===== config.mk =====
export PLATFORM = sky130hd
export DESIGN_NAME = regfile_mp
export DESIGN_NICKNAME = d
export VERILOG_FILES = /design/src/rtl/regfile_mp_pkg.sv /design/src/rtl/regfile_mp_clear_fsm.sv /design/src/rtl/regfile_mp.sv
export SDC_FILE = /design/constraint.sdc
export NUM_CORES = 1
export LEC_CHECK = 0
export ABC_AREA = 1
export BUFFER_PORTS_ARGS = -buffer_cell sky130_fd_sc_hd__buf_2
export CAP_MARGIN = 20
export CELL_PAD_IN_SITES_DETAIL_PLACEMENT = 1
export CELL_PAD_IN_SITES_GLOBAL_PLACEMENT = 2
export CORE_MARGIN = 2
export CORE_UTILIZATION = 40
export DETAILED_ROUTE_END_ITERATION = 8
export GPL_ROUTABILITY_DRIVEN = 0
export HOLD_SLACK_MARGIN = 0.12
export PLACE_DENSITY_LB_ADDON = 0.1
export SLEW_MARGIN = 20
export SYNTH_ARGS = -nofsm -noshare
export SYNTH_HDL_FRONTEND = slang
export SYNTH_HIERARCHICAL = 1
export SYNTH_SLANG_ARGS = --single-unit

===== constraint.sdc =====
create_clock -name clk -period 9.7 [get_ports clk]
set_input_delay 0 -clock clk [delete_from_list [all_inputs] [get_ports clk]]
set_output_delay 0 -clock clk [all_outputs]
set_load 0.03 [all_outputs]

===== src/rtl/regfile_mp_pkg.sv =====
// Shared types and default sizing for the multi-port register file.
package regfile_mp_pkg;

  typedef enum logic [0:0] {
    StClear,
    StReady
  } state_e;

  localparam int unsigned DefDataW = 32;
  localparam int unsigned DefAddrW = 4;
  localparam int unsigned DefNread = 2;
  localparam int unsigned DefPcIdx = 15;

endpackage


===== src/rtl/regfile_mp_clear_fsm.sv =====
// Post-reset clear sweep: walks every entry once, then holds READY until the next reset.
module regfile_mp_clear_fsm
  import regfile_mp_pkg::*;
#(
  parameter int unsigned ADDR_W = DefAddrW
) (
  input  logic              clk,
  input  logic              rst_n,
  output logic              busy,
  output logic              clr_we,
  output logic [ADDR_W-1:0] clr_addr
);

  state_e            state_q, state_d;
  logic [ADDR_W-1:0] cnt_q, cnt_d;

  always_ff @(posedge clk) begin
    if (!rst_n) begin
      state_q <= StClear;
      cnt_q   <= '0;
    end else begin
      state_q <= state_d;
      cnt_q   <= cnt_d;
    end
  end

  always_comb begin
    state_d = state_q;
    cnt_d   = cnt_q;
    busy    = 1'b0;
    clr_we  = 1'b0;
    unique case (state_q)
      StClear: begin
        busy   = 1'b1;
        clr_we = 1'b1;
        cnt_d  = cnt_q + 1'b1;
        // All-ones counter is the last entry, DEPTH = 2**ADDR_W
        if (cnt_q == '1) begin
          state_d = StReady;
        end
      end
      StReady: begin
        state_d = StReady;
      end
      default: begin
        state_d = StClear;
      end
    endcase
  end

  assign clr_addr = cnt_q;

endmodule


===== src/rtl/regfile_mp.sv =====
// Multi-read-port register file with PC alias and post-reset clear sweep.
// Optional same-cycle write-to-read bypass enabled by defining REGFILE_MP_BYPASS_EN.
module regfile_mp
  import regfile_mp_pkg::*;
#(
  parameter int unsigned DATA_W = DefDataW,
  parameter int unsigned ADDR_W = DefAddrW,
  parameter int unsigned NREAD  = DefNread,
  parameter int unsigned PC_IDX = DefPcIdx
) (
  input  logic                         clk,
  input  logic                         rst_n,
  input  logic                         we,
  input  logic [ADDR_W-1:0]            wa,
  input  logic [DATA_W-1:0]            wd,
  input  logic [NREAD-1:0][ADDR_W-1:0] ra,
  input  logic [DATA_W-1:0]            pc_in,
  output logic [NREAD-1:0][DATA_W-1:0] rd,
  output logic                         busy
);

  localparam int unsigned       Depth  = 2 ** ADDR_W;
  localparam logic [ADDR_W-1:0] PcAddr = ADDR_W'(PC_IDX);

  logic [DATA_W-1:0] mem_q [Depth];

  logic              clr_we;
  logic [ADDR_W-1:0] clr_addr;
  logic              user_we;
  logic              mem_we;
  logic [ADDR_W-1:0] mem_waddr;
  logic [DATA_W-1:0] mem_wdata;

  regfile_mp_clear_fsm #(
    .ADDR_W (ADDR_W)
  ) u_clear_fsm (
    .clk      (clk),
    .rst_n    (rst_n),
    .busy     (busy),
    .clr_we   (clr_we),
    .clr_addr (clr_addr)
  );

  assign user_we = we && (wa != PcAddr);

  always_comb begin
    if (busy) begin
      mem_we    = clr_we;
      mem_waddr = clr_addr;
      mem_wdata = '0;
    end else begin
      mem_we    = user_we;
      mem_waddr = wa;
      mem_wdata = wd;
    end
  end

  // Storage is never touched on an edge where reset is asserted
  always_ff @(posedge clk) begin
    if (rst_n && mem_we) begin
      mem_q[mem_waddr] <= mem_wdata;
    end
  end

  always_comb begin
    for (int i = 0; i < int'(NREAD); i++) begin
      rd[i] = '0;
      if (!busy) begin
        if (ra[i] == PcAddr) begin
          rd[i] = pc_in;
        end else begin
          rd[i] = mem_q[ra[i]];
`ifdef REGFILE_MP_BYPASS_EN
          // ra[i] already differs from PcAddr here, so wa does too
          if (we && (wa == ra[i])) begin
            rd[i] = wd;
          end
`else
`endif
        end
      end
    end
  end

endmodule


==> flow_metrics.tcl, run 1 <==
set metrics [dict create \
    setup_viol 0 \
    postSynthAreaPerCell_um2 7.909 \
    p_clk_share_pct 43.7 \
    start_util_pct 40.33 \
    worst_pin_slew_ps 1144 \
    drc 0 \
    ys_seq_area_share_pct 54.88 \
    synth_commonest_cells "nand2_1 (1408), nand3_1 (587), edfxtp_1 (512)" \
    wl_um 108200 \
    clkTransAtPathRegs_ps 60 \
    power_density_mw_per_mm2 165.1 \
    routed_via_density 5.443 \
    p_leak_nw 14.69 \
    async_flop_share_pct 0 \
    synth_area_leaders "edfxtp_1 (55%), nand2_1 (19%), nand3_1 (10%)" \
    cts_buffers 58 \
    cpMostUsedCell "buf_4" \
    skew_ps 10.15 \
    p_seq_share_pct 46.6 \
    swShare_pct 24.93 \
    path_cells "inv_2 > buf_4 > inv_2 > buf_4 > o21ai_0 > a21oi_1 > nand3_1 > nor2_4 > buf_4" \
    synth_ff_type "edfxtp_1" \
    rows 97 \
    fin_total_pwr_mw 5.275 \
    ir_worst_vdd_mv 0.1313 \
    placed_cell_area_mm2 0.02961 \
    grt_pass1_vias 26730 \
    firstDrtPassIters 5 \
    critPathKind "reg -> reg" \
    cp.arrival_ps 4790 \
    avgRoutedWirePerCell_um 23.42 \
    synth_top_area_cell "edfxtp_1" \
    max_stage_delay_ps 720 \
    crit_buf_inv 5 \
    synth_cell_types 20 \
    maxSlewViolCount 0 \
    insertedDiodeCount 0 \
    synthToLayoutAreaGrowth_pct 13.33 \
    power_switching_mw 1.315 \
    final_cell_area_mm2 0.03195 \
    grtUsageTotal_pct 29.49 \
    clockBufferDepth 3 \
    startpoint_type "flop" \
    grt_max_degree 164 \
    gr-total-overflow 0 \
    synth.most_common_cell "nand2_1" \
    synth_area_mm2 0.02820 \
    tritoncts "built" \
    coreArea_mm2 0.06991 \
    hold_class "in -> reg" \
    grt_antenna_before_repair 0 \
    synth-seq-cells 517 \
    synth_top_area_share_pct 54.53 \
    io_pins 144 \
    slew_headroom_pct 23.73 \
    max_freq_mhz 221.5 \
    vias 25160 \
    postSynthCellCount 3565 \
    mappedNetlistNets 3645 \
    grt_pass1_wl_um 163100 \
    die-area_mm2 0.07263 \
    drtIter0Drc 1826 \
    root_buffer "clkbuf_16" \
    clock_latency_ps 620 \
    status "finished clean" \
    nNetsFinal 3713 \
    p_int_mw 3.960 \
    tns_ps 0 \
    drv_cap 0 \
    cts.sinks 517 \
    yosys_warnings 6 \
    cpMaxStageDelayCell "nor2_4" \
    grt_setup_unrepaired "false" \
    die_x_um 269.5 \
    cp_top_family "buffers and inverters" \
    hpwl_um 60120 \
    endpoint_kind "flop" \
    finalCriticalPeriod_ps 4516 \
    cp.required_ps 9970 \
    port_buffers 143 \
    min_period_over_period_pct 46.55 \
    htree_levels 2 \
    path_max_fanout 44 \
    hold_ws_ps 242.5 \
    layout-drive-gt1-share_pct 9.044 \
    hold_viol 0 \
    power_frac_comb_pct 9.7 \
    synth-edff-count 512 \
    final_antenna_net_count 0 \
    fill_cells 8502 \
    die_y_um 269.5 \
]
## final timing paths
check	from	end	slack, ps	depth (start not counted)
max	u_clear_fsm/state_q	mem_q[13][19]	5180	9
min	rst_n	u_clear_fsm/clr_addr[2]	240	4
max reg2reg	u_clear_fsm/state_q	mem_q[13][19]	5180	9
min reg2reg	u_clear_fsm/clr_addr[1]	u_clear_fsm/clr_addr[1]	570	2
## final cells by class
| type | instances | area (µm²) | area share, % |
|---|---|---|---|
| Timing Repair Buffer | 226 | 1456 | 4.558 |
| Clock buffer | 67 | 1549 | 4.848 |
| Inverter | 500 | 1902 | 5.952 |
| Tap cell | 940 | 1176 | 3.681 |
| Clock inverter | 42 | 424.2 | 1.327 |
| Sequential cell | 517 | 15470 | 48.43 |
| Multi-Input combinational cell | 2330 | 9971 | 31.20 |
## per-layer routing
layer  track usage, %  wire length [µm]
met2            51.86             53160
met1            38.53             46280
met5                0                 0
met4            9.079              3156
met3            2.609              5652
## cells in the final DEF (no fill, tap or decap), drive strengths merged, types with 9 or more instances in the layout
cell and count:
nand2 1410, nand3 587, edfxtp 512, inv 500, buf 191, a21oi 131
nor2 120, o21ai 75, clkbuf 69, dlygate4sd3 33, clkinv 31, bufinv 9
## timing repair
item                      in CTS  in global routing
buffers inserted               0                  0
hold buffers                  33                  0
gates resized for setup        0                  0
hold endpoints to repair     517                  0
## worst register-to-register path, stage by stage (launching register included)
cell,delay [ps]
dfxtp_1,360
inv_2,40
buf_4,380
inv_2,650
buf_4,590
o21ai_0,170
a21oi_1,290
nand3_1,400
nor2_4,720
buf_4,540
## registers in the layout (all words and copies together) (netlist names)
name,count
u_clear_fsm/clr_addr,4
mem_q,512
u_clear_fsm/state_q,1
## logic make-up (layout without fill, tap and decap cells)
family / Yosys count / after routing / share of synthesized area, %
AOI/OAI and AO/OA: 207 / 207 / 3.683
adders and majority gates: 1 / 1 / 0.04437
buffers and inverters: 718 / 835 / 10.45
DFF: 517 / 517 / 54.88
and+or+nand+nor: 2122 / 2122 / 30.93
## stage by stage
step | instances | setup slack (ps) | utilization [%]
after floorplan | 3565 | 6418 | -
after global placement | 4478 | 5392 | 42.32
after detailed placement | 4479 | 5264 | 42.36
after CTS | 4621 | 5249 | 45.65
after global routing | 4622 | 4996 | 45.71
final | 4622 | 5184 | 45.71
## power groups by stage
stage / Clock (mW) / Sequential (mW) / Combinational (mW)
2_1_floorplan: 0 / 2.50 / 0.311
3_3_place_gp: 0 / 2.51 / 0.485
3_5_place_dp: 0 / 2.51 / 0.497
4_1_cts: 2.33 / 2.46 / 0.511
5_1_grt: 2.40 / 2.46 / 0.561
6_report: 2.30 / 2.46 / 0.513
Note: power is estimated with default switching activity, not from simulation.
==> run 2: changes to the inputs <==
Settings changed: CORE_UTILIZATION 40 to 34.
Clock period 9.7 ns to 4.1 ns, I/O delays scaled along.
==> flow_metrics.tcl, run 2 (synthesized netlist as in run 1, its figures left out) <==
set metrics [dict create \
    slew_headroom_pct 25.89 \
    clock_latency_ps 640 \
    nNetsFinal 3753 \
    grt_pass1_vias 26250 \
    drv_cap 0 \
    dp.cells 4647 \
    cts_resized 0 \
    drtIter0Drc 1311 \
    maxSlewViolCount 0 \
    root_buffer "clkbuf_16" \
    tritoncts "built" \
    clockBufferDepth 3 \
    skew_ps 19.61 \
    fill_cells 9823 \
    grt_max_degree 138 \
    wl_um 111400 \
    use_met1_pct 33.21 \
    cp.arrival_ps 3130 \
    use_met3_pct 2.626 \
    avgRoutedWirePerCell_um 23.24 \
    routed_via_density 5.196 \
    largest_register_ffs 512 \
    min_period_over_period_pct 68.83 \
    firstDrtPassIters 5 \
    endpoint_kind "flop" \
    final_common_cell "nand2_1" \
    port_buffers 143 \
    power_density_mw_per_mm2 380.5 \
    startpoint_type "flop" \
    status "finished clean" \
    grt_antenna_before_repair 1 \
    insertedDiodeCount 0 \
    stdcell_count 4791 \
    die-area_mm2 0.08525 \
    cp.required_ps 4410 \
    grt_setup_unrepaired "false" \
    rows 105 \
    start_util_pct 34.34 \
    final_antenna_net_count 0 \
    max_freq_mhz 354.4 \
    tns_ps 0 \
    path_max_fanout 34 \
    synthToLayoutAreaGrowth_pct 14.87 \
    die_x_um 292.0 \
    layout-drive-gt1-share_pct 9.567 \
    io_pins 144 \
    clkTransAtPathRegs_ps 60 \
    die_y_um 292.0 \
    critPathKind "reg -> reg" \
    postLayoutCoreUtil_pct 39.45 \
    htree_levels 2 \
    grtUsageTotal_pct 25.83 \
    grtUsageMet2_pct 45.39 \
    mostFrequentLayoutCells "nand2_1 (1408), nand3_1 (585), edfxtp_1 (512)" \
    drc 0 \
    worst_pin_slew_ps 1108 \
    top_register "mem_q" \
    vias 24890 \
    gr-total-overflow 0 \
    p_leak_nw 14.88 \
    hpwl_um 67340 \
    cts.sinks 517 \
    coreArea_mm2 0.08211 \
    ir_worst_vdd_mv 0.3062 \
    finalCriticalPeriod_ps 2822 \
    grt_pass1_wl_um 164800 \
    hold_class "in -> reg" \
    hold_viol 0 \
    grt-busiest-layer "met2" \
    setup_viol 0 \
    cts_buffers 60 \
]
==> run 2: cell type report <==
type / count / area [µm²] / area share, %
clock buffer: 81 / 1642 / 5.068
timing repair buffer: 264 / 1854 / 5.725
clock inverter: 29 / 229.0 / 0.7069
multi-input combinational: 2330 / 9948 / 30.72
sequential: 517 / 15470 / 47.78
inverter: 500 / 1902 / 5.872
tap: 1070 / 1339 / 4.133
==> run 2: power by group <==
part	switching (mW)	total [mW]	internal, mW
Sequential	0.0166	5.82	5.80
Clock	2.23	5.25	3.02
Combinational	0.914	1.26	0.343
==> run 2: what timing repair did <==
| action | in CTS | in global routing |
|---|---|---|
| endpoints found under the hold margin | 517 | 0 |
| hold buffers | 33 | 0 |
| setup buffers | 0 | 0 |
| setup endpoints to repair | 0 | 0 |
==> run 2: worst paths after layout <==
check / startpoint / endpoint / slack [ps] / depth (start not counted)
worst max-delay path: u_clear_fsm/state_q / mem_q[8][25] / 1280 / 9
worst min-delay path: rst_n / u_clear_fsm/clr_addr[2] / 220 / 4
worst max register to register: u_clear_fsm/state_q / mem_q[8][25] / 1280 / 9
worst min register to register: u_clear_fsm/clr_addr[1] / u_clear_fsm/clr_addr[1] / 560 / 2
==> run 2: worst max-delay path, stage by stage (launching register included) <==
cell and delay, ps:
dfxtp_1 380, inv_2 100, inv_2 100, buf_4 340, or2_2 180, o21ai_0 150, inv_1 120, nand2_1 230
nor2_4 540, buf_4 350
==> run 2: stage by stage <==
step	hold WS (ps)	cell area, µm²	power (mW)	setup slack, ps
after floorplan	120.7	28200	6.662	818.0
after global placement	283.2	30160	7.140	1402
after detailed placement	295.3	30160	7.162	1298
after CTS	188.1	32360	12.45	1275
after global routing	218.3	32390	12.77	1074
final	219.2	32390	12.32	1278
==> run 2: routing by layer <==
metal / share of wire, % / up-vias / wire length, µm
li1: - / 11580 / -
met1: 44 / 12640 / 49460
met2: 49 / 499 / 54560
met3: 3.3 / 178 / 3714
met4: 3.3 / 0 / 3624
met5: 0 / - / 0
==> run 3: changes to the inputs <==
Settings changed: CORE_UTILIZATION 34 to 37.
Clock period 4.1 ns to 2.9 ns, I/O delays scaled along.
==> flow_metrics.tcl, run 3 (synthesized netlist as in run 1, its figures left out) <==
set metrics [dict create \
    power_frac_comb_pct 10.6 \
    cp_top_family "buffers and inverters" \
    holdPathEnd "u_clear_fsm/clr_addr[3]" \
    fin_total_pwr_mw 17.50 \
    max_freq_mhz 385.7 \
    timing.rr.start "u_clear_fsm/state_q" \
    r2r-end "mem_q[6][11]" \
    final_cell_area_mm2 0.03267 \
    wl_um 113400 \
    tns_ps 0 \
    finalCriticalPeriod_ps 2593 \
    top_register "mem_q" \
    vias 25600 \
    port_buffers 143 \
    grtUsageTotal_pct 28.90 \
    worst-r2r-setup-slack_ps 410 \
    firstDrtPassIters 5 \
    cts_buffers 57 \
    critPathKind "reg -> out" \
    start_util_pct 37.25 \
    hold_viol 0 \
    io_pins 144 \
    ir_worst_vdd_mv 0.4647 \
    grt_pass1_vias 26970 \
    cp.required_ps 2900 \
    grt_setup_unrepaired "false" \
    drv_cap 0 \
    status "finished clean" \
    p_seq_share_pct 47.0 \
    slew_headroom_pct 44.59 \
    tritoncts "built" \
    drtIter0Drc 1948 \
    avgRoutedWirePerCell_um 24.02 \
    final_antenna_net_count 0 \
    die_x_um 280.1 \
    root_buffer "clkbuf_16" \
    insertedDiodeCount 0 \
    swShare_pct 25.53 \
    ff2ff_path_depth 7 \
    clkTransAtPathRegs_ps 60 \
    die_y_um 280.1 \
    stdcell_count 4724 \
    die-area_mm2 0.07843 \
    setup_viol 0 \
    routed_via_density 5.418 \
    final_common_cell "nand2_1" \
    hold_class "in -> reg" \
    cp.arrival_ps 2590 \
    skew_ps 26.08 \
    cts.sinks 517 \
    endpoint_kind "output port" \
    htree_levels 2 \
    dp.cells 4584 \
    drc 0 \
    max_stage_delay_ps 650 \
    gr-total-overflow 0 \
    min_period_over_period_pct 89.41 \
    largest_register_ffs 512 \
    placed_cell_area_mm2 0.03045 \
    p_clk_share_pct 42.4 \
    layout-drive-gt1-share_pct 10.14 \
    hpwl_um 69720 \
    clock_latency_ps 630 \
    synthToLayoutAreaGrowth_pct 15.88 \
    nNetsFinal 3778 \
    grt_max_degree 103 \
    path_max_fanout 64 \
    worst_pin_slew_ps 831.2 \
    cpMaxStageDelayCell "buf_4" \
    hold_path_depth 4 \
    path_cells "inv_2 > inv_2 > buf_4 > o21ai_0 > a21oi_1 > buf_2" \
    power_switching_mw 4.469 \
    grt_pass1_wl_um 169300 \
    maxSlewViolCount 0 \
    hold_ws_ps 317.1 \
    mostFrequentLayoutCells "nand2_1 (1408), nand3_1 (585), edfxtp_1 (512)" \
    clockBufferDepth 3 \
    cpMostUsedCell "inv_2" \
    p_leak_nw 15.09 \
    startpoint_type "flop" \
    p_int_mw 13.03 \
    crit_buf_inv 4 \
    hp-start "rst_n" \
    coreArea_mm2 0.07570 \
    power_density_mw_per_mm2 535.6 \
    grt_antenna_before_repair 0 \
    rows 101 \
]
[run 3: cell types whose count changed in the layout (fill, tap and decap cells not counted), sizes merged]
cell / previous run / this run
buf: 229 / 257
clkbuf: 83 / 69
clkinvlp: 0 / 5
bufinv: 4 / 7
clkinv: 25 / 28
[run 3: how the worst max path moves through the flow]
stage                   startpoint           end  slack, ps  depth (start not counted)
2_1_floorplan  u_clear_fsm/state_q   mem_q[0][0]       -380                          7
3_3_place_gp   u_clear_fsm/state_q  mem_q[6][26]        560                          7
3_5_place_dp   u_clear_fsm/state_q  mem_q[6][26]        450                          7
4_1_cts        u_clear_fsm/state_q        rd[42]        290                          6
5_1_grt        u_clear_fsm/state_q        rd[42]        100                          6
6_report       u_clear_fsm/state_q        rd[61]        310                          6
[run 3: cell type report]
class	count	area [µm²]
timing repair buffer	292	2265
fill	9089	43020
sequential	517	15470
clock inverter	40	380.4
multi-input combinational	2330	9926
clock buffer	67	1506
tap	978	1224
inverter	500	1897
[run 3: tightest hold or removal path, delay by kind of cell]
| kind | cells | cell delay, ps |
|---|---|---|
| AND/OR/NAND/NOR | 2 | 110 |
| buffers and inverters | 2 | 770 |
[run 3: power by group through the flow]
| stage | registers (mW) | logic (mW) | clock network (mW) |
|---|---|---|---|
| 6_report | 8.22 | 1.85 | 7.43 |
| 5_1_grt | 8.23 | 2.01 | 7.80 |
| 4_1_cts | 8.22 | 1.84 | 7.55 |
| 3_5_place_dp | 8.38 | 1.80 | 0 |
| 3_3_place_gp | 8.38 | 1.76 | 0 |
| 2_1_floorplan | 8.38 | 1.04 | 0 |
[run 3: repair_timing]
item | CTS | global route
hold buffers | 33 | 0
resized for setup | 0 | 0
hold endpoints to repair | 517 | 0
buffers inserted | 0 | 0
[run 3: through the flow]
stage                     setup WS [ps]  utilization [%]
after global routing              95.59            43.16
final                             307.2            43.16
after CTS                         292.6            43.16
after global placement            556.2            40.23
after floorplan                  -382.0                -
after detailed placement          446.2            40.23
[run 3: metal layers]
metal	track usage (%)	up-vias	wire (µm)
met5	0	-	0
li1	-	11650	-
met4	9.228	0	3592
met3	3.106	210	5724
met1	39.43	12910	50550
met2	48.19	827	53580
